### config.mk
export PLATFORM = sky130hd
export DESIGN_NAME = seq_booth_mul
export DESIGN_NICKNAME = d
export VERILOG_FILES = /design/src/rtl/seq_booth_mul.sv
export SDC_FILE = /design/constraint.sdc
export NUM_CORES = 1
export LEC_CHECK = 0
export BUFFER_PORTS_ARGS = -buffer_cell sky130_fd_sc_hd__buf_4
export CELL_PAD_IN_SITES_DETAIL_PLACEMENT = 0
export CELL_PAD_IN_SITES_GLOBAL_PLACEMENT = 1
export CORE_ASPECT_RATIO = 1.4
export CORE_UTILIZATION = 40
export DETAILED_ROUTE_END_ITERATION = 12
export GPL_ROUTABILITY_DRIVEN = 0
export PLACE_DENSITY = 0.73
export SLEW_MARGIN = 20
export SYNTH_ARGS = -nofsm -noshare
export SYNTH_HDL_FRONTEND = slang
export SYNTH_SLANG_ARGS = --single-unit
### constraint.sdc
create_clock -name clk -period 10 [get_ports clk]
set_clock_uncertainty 0.2 [all_clocks]
set_input_delay 0.5 -clock clk [delete_from_list [all_inputs] [get_ports clk]]
set_output_delay 0.5 -clock clk [all_outputs]
set_load 0.03 [all_outputs]
### src/rtl/seq_booth_mul.sv
// seq_booth_mul
// Sequential radix-4 Booth multiplier with a run-time signed/unsigned mode.
// Operands are captured when start is seen with the block idle. The product is
// built one Booth digit per cycle over N cycles on a single EW+2-bit adder.
//
// Ports:
//   clk          rising-edge clock
//   rst          synchronous, active-high reset (aborts any multiply, zeroes outputs)
//   start        request a multiply; accepted only on an edge where busy=0
//   mode_signed  1 = two's-complement operands, 0 = unsigned (sampled with start)
//   a, b         multiplicand / multiplier, WIDTH bits (sampled with start)
//   busy         high while iterating
//   done         one-cycle pulse: out holds a new product
//   out          2*WIDTH-bit product, held until the next completion
//
// Handshake: start behaves as a valid whose ready is ~busy. A request is taken
// on the edge where start=1 and busy=0; the matching done pulse follows N edges
// later. start, a, b and mode_signed are don't-care while busy=1. start may be
// high during the done cycle and is then accepted at once.
module seq_booth_mul #(
  parameter int WIDTH = 6
) (
  input  logic               clk,
  input  logic               rst,
  input  logic               start,
  input  logic               mode_signed,
  input  logic [WIDTH-1:0]   a,
  input  logic [WIDTH-1:0]   b,
  output logic               busy,
  output logic               done,
  output logic [2*WIDTH-1:0] out
);

  // Extended width is even and at least WIDTH+1. The extra bit keeps unsigned
  // operands positive when they are treated as signed.
  localparam int EW = (WIDTH % 2 != 0) ? WIDTH + 1 : WIDTH + 2;
  localparam int N  = EW / 2;
  localparam int CW = $clog2(N + 1);

  typedef enum logic {IDLE, BUSY} state_t;

  state_t              state_q, state_d;
  logic                load, last;
  logic [EW-1:0]       a_q;        // captured, extended multiplicand
  logic [EW:0]         m_q;        // multiplier shift register with Booth guard bit
  logic signed [EW+1:0] hi_q;      // upper half of the accumulator
  logic [EW-1:0]       lo_q;       // product bits shifted out of hi_q
  logic [CW-1:0]       cnt_q;
  logic [2*WIDTH-1:0]  out_q;
  logic                done_q;

  logic [EW-1:0]        a_ext, b_ext;
  logic signed [EW+1:0] a_wide, pp, sum, hi_n;
  logic [EW-1:0]        lo_n;
  logic [EW:0]          m_n;
  logic [2*WIDTH-1:0]   out_d;

  assign a_ext = {{(EW-WIDTH){mode_signed & a[WIDTH-1]}}, a};
  assign b_ext = {{(EW-WIDTH){mode_signed & b[WIDTH-1]}}, b};

  // Next-state and control.
  always_comb begin
    state_d = state_q;
    load    = 1'b0;
    last    = 1'b0;
    case (state_q)
      IDLE: begin
        if (start) begin
          load    = 1'b1;
          state_d = BUSY;
        end
      end
      BUSY: begin
        last = (cnt_q == CW'(N - 1));
        if (last) state_d = IDLE;
      end
      default: state_d = IDLE;
    endcase
  end

  // One Booth step: decode the digit, add it to the upper half, then shift the
  // accumulator and the multiplier right by two.
  always_comb begin
    a_wide = {{2{a_q[EW-1]}}, a_q};
    case (m_q[2:0])
      3'b001, 3'b010: pp = a_wide;
      3'b011:         pp = a_wide <<< 1;
      3'b100:         pp = -(a_wide <<< 1);
      3'b101, 3'b110: pp = -a_wide;
      default:        pp = '0;
    endcase
    sum   = hi_q + pp;
    hi_n  = sum >>> 2;
    lo_n  = {sum[1:0], lo_q[EW-1:2]};
    m_n   = {{2{m_q[EW]}}, m_q[EW:2]};
    // After N steps {hi, lo} holds the full product; keep the low 2*WIDTH bits.
    out_d = (2*WIDTH)'({hi_n, lo_n});
  end

  always_ff @(posedge clk) begin
    if (rst) begin
      state_q <= IDLE;
      a_q     <= '0;
      m_q     <= '0;
      hi_q    <= '0;
      lo_q    <= '0;
      cnt_q   <= '0;
      out_q   <= '0;
      done_q  <= 1'b0;
    end else begin
      state_q <= state_d;
      done_q  <= last;
      if (load) begin
        a_q   <= a_ext;
        m_q   <= {b_ext, 1'b0};
        hi_q  <= '0;
        lo_q  <= '0;
        cnt_q <= '0;
      end else if (state_q == BUSY) begin
        hi_q  <= hi_n;
        lo_q  <= lo_n;
        m_q   <= m_n;
        cnt_q <= cnt_q + 1'b1;
        if (last) out_q <= out_d;
      end
    end
  end

  assign busy = (state_q == BUSY);
  assign done = done_q;
  assign out  = out_q;

endmodule

==> out/qor.csv <==
metric,value,unit
outcome,"complete, no violations",
Hold Path Class,in -> reg,
Final period util,0.377,
yosys warns,0,
CP Capture Type,flip-flop,
r2r setup slk,6.23,ns
Worst R2R End,hi_q[7],
hold_buf cts,0,
layout cells sized above 1,0.127,
DRT Pass-1 Iters,4,
All-Layer GR Usage,0.195,
largest net degree at the start of global routing,38,
io pins,30,
CP Max Fanout,22,
fmax,0.265,GHz
area fraction of the dominant cell type after synthesis,0.355,
Power Internal,0.279,mW
starting density of the core,0.421,
deepest clock path buffer count,2,
global-route wire length before repair,10.9,mm
sequential share of power,0.515,
peak supply drop,0.0902,mV
Worst R2R Start,m_q[0],
# resized after CTS,0,
Final Hold Fails,0,
Synth area leaders,"dfxtp_1, mux2i_1, a21oi_1, nand2_1, ha_1",
hold path endpoint,a_q[3],
Crit Path Category,reg -> reg,
unrepaired setup endpoints after global routing,no,
Residual DRC,0,
Leak,1.21,nW
worst r2r path cells,13,
die footprint,6960,µm²
post-DR wirelength/cell,15.0,µm
initial antenna violation count,0,
Max stage delay on crit path,0.83,ns
sum of negative setup slack,0,ns
CP max stage cell,dfxtp_1,
pwr dens,132,nW/µm²
FP Rows,34,
"commonest non-fill, non-tap cell in the layout",nand2_1,
CTS tree,built,
# H-tree levels,2,
"Data arrival, critical path",3.80,ns
Synth Net Count,362,
vias in the first global route,2266,
Die Height,98.3,µm
GRT overflow,0,
area of the mapped netlist,2650,µm²
# setup viols final,0,
Post-Syn Instances,333,
Switching Share,0.289,
Core Footprint,6300,µm²
P_sw,0.114,mW
"Setup Fix Bufs, Post-CTS",0,
final-stage net count,381,
"commonest non-fill, non-tap cells in the layout","nand2_1, dfxtp_1, nor2_1",
die width,70.8,µm
hold path depth,3,
CP Data Required Time,10.03,ns
"area leader, netlist",dfxtp_1,
combinational share of power,0.177,
minimum clock period,3.77,ns
"EDFF count, synth",0,
post-synthesis sequential area ratio,0.355,
crit-path most repeated cell,inv_1,
post-route ant nets,0,
Slew headroom,0.481,
maxcap violations,0,
max-slew violation total from the final report,0,
Syn Area/Cell,7.95,µm²
Port Buf Inserts,29,
clk root buf,clkbuf_8,
crit-path cells,nand2b_1 -> inv_1 -> nand2_1 -> a21boi_0 -> o22a_1 -> inv_1 -> ha_1 -> a21oi_1 -> a2bb2oi_1 -> o21ai_0 -> a221o_1 -> a2111o_1 -> o21ai_1,
Yosys cell types,50,
vias per std cell,5.41,
Worst-Margin Slew,0.778,ns
clock network fraction of total power,0.308,
Setup WS pre-CTS,6.24,ns
total wire length,6.37,mm
Area growth syn-to-layout,12.7,%
CTS sink cnt,47,
"flops & latches, synth",47,
cts bufs inserted,5,
Ant. Diodes,0,
Setup crit start kind,flip-flop,
clock-pin transition on the worst setup and hold timing paths,0.08,ns
1st-iter DRT viols,140,
DP Wirelength,4.62,mm
setup ws final,6.23,ns
clk_lat worst skew,0.29,ns
Async SR Flop Fraction,0,
routed vias,2301,
hold path startpoint,a[3],
Most used DFF post-synth,dfxtp_1,
[worst max-delay path by stage]
| stage | from | end | slack (ns) | cells past startpoint |
|---|---|---|---|---|
| after global placement | a_q[0] | hi_q[7] | 6.30 | 15 |
| after detailed placement | a_q[0] | hi_q[7] | 6.24 | 15 |
| final | m_q[0] | hi_q[7] | 6.23 | 13 |
| after floorplan | a_q[0] | hi_q[7] | 6.55 | 15 |
| after CTS | a_q[0] | hi_q[7] | 6.22 | 15 |
| after global routing | a_q[0] | hi_q[7] | 5.86 | 15 |
[flip-flops by register name, indices dropped and copies added (netlist names)]
signal	count
out	12
m_q	9
hi_q	8
a_q	7
lo_q	6
cnt_q	3
busy	1
done	1
[critical path: cells and delay by family (launching register included)]
family	cells	cell delay (ns)
simple gates	2	0.38
fa+ha+maj	1	0.27
buf+inv	2	0.13
flops	1	0.83
compound gates	8	1.89
[synthesized netlist by cell type, drive strengths merged (2+ instances only)]
master,number
a211oi,6
a21boi,3
a21o,3
a21oi,39
buf,6
clkbuf,12
dfxtp,47
ha,12
inv,15
mux2i,20
nand2,51
nand2b,4
nand3,8
nor2,41
nor2b,5
nor3,3
nor3b,2
o211ai,4
o21a,5
o21ai,10
o22ai,2
o31ai,2
or4,2
xnor2,7
xor2,5
[cell type report]
| type | instances | area, µm² |
|---|---|---|
| Clock inverter | 2 | 16.3 |
| Multi-Input combinational cell | 253 | 1570 |
| Tap cell | 72 | 90.1 |
| Clock buffer | 6 | 82.6 |
| Inverter | 15 | 56.3 |
| Fill cell | 673 | 3310 |
| Timing Repair Buffer | 30 | 225 |
| Sequential cell | 47 | 941 |
[routing by layer]
metal,global-route usage,routed length (µm)
met5,0,0
met4,0.0523,53
met3,0.0279,188
met2,0.354,3310
met1,0.237,2820
[kinds of logic (layout without fill, tap and decap cells)]
family | Yosys count | after routing | share of synthesized area
adder cells (fa/ha/maj) | 13 | 13 | 0.0642
multiplexers | 21 | 21 | 0.0812
AO/OA/AOI/OAI | 86 | 86 | 0.203
buffers and inverters | 33 | 53 | 0.0505
flip-flops | 47 | 47 | 0.355
AND/OR/NAND/NOR | 121 | 121 | 0.206
XOR/XNOR | 12 | 12 | 0.0397
[power groups by stage]
| stage | Clock, mW | Sequential (mW) | Combinational (mW) |
|---|---|---|---|
| final | 0.121 | 0.202 | 0.0695 |
| after floorplan | 0 | 0.203 | 0.0549 |
| after detailed placement | 0 | 0.207 | 0.0701 |
| after CTS | 0.127 | 0.202 | 0.0704 |
| after global routing | 0.136 | 0.204 | 0.0781 |
| after global placement | 0 | 0.207 | 0.0703 |
[per-stage QoR]
step | cells | hold WS (ns) | area [µm²] | total power, mW | util
final | 425 | 0.253 | 2990 | 0.393 | 0.474
after global routing | 425 | 0.257 | 2990 | 0.418 | 0.474
after CTS | 425 | 0.245 | 2990 | 0.400 | 0.474
after detailed placement | 417 | 0.248 | 2890 | 0.277 | 0.458
after global placement | 417 | 0.245 | 2890 | 0.277 | 0.458
after floorplan | 333 | 0.231 | 2650 | 0.257 | -
No activity file was read; power rests on OpenSTA's default activity.
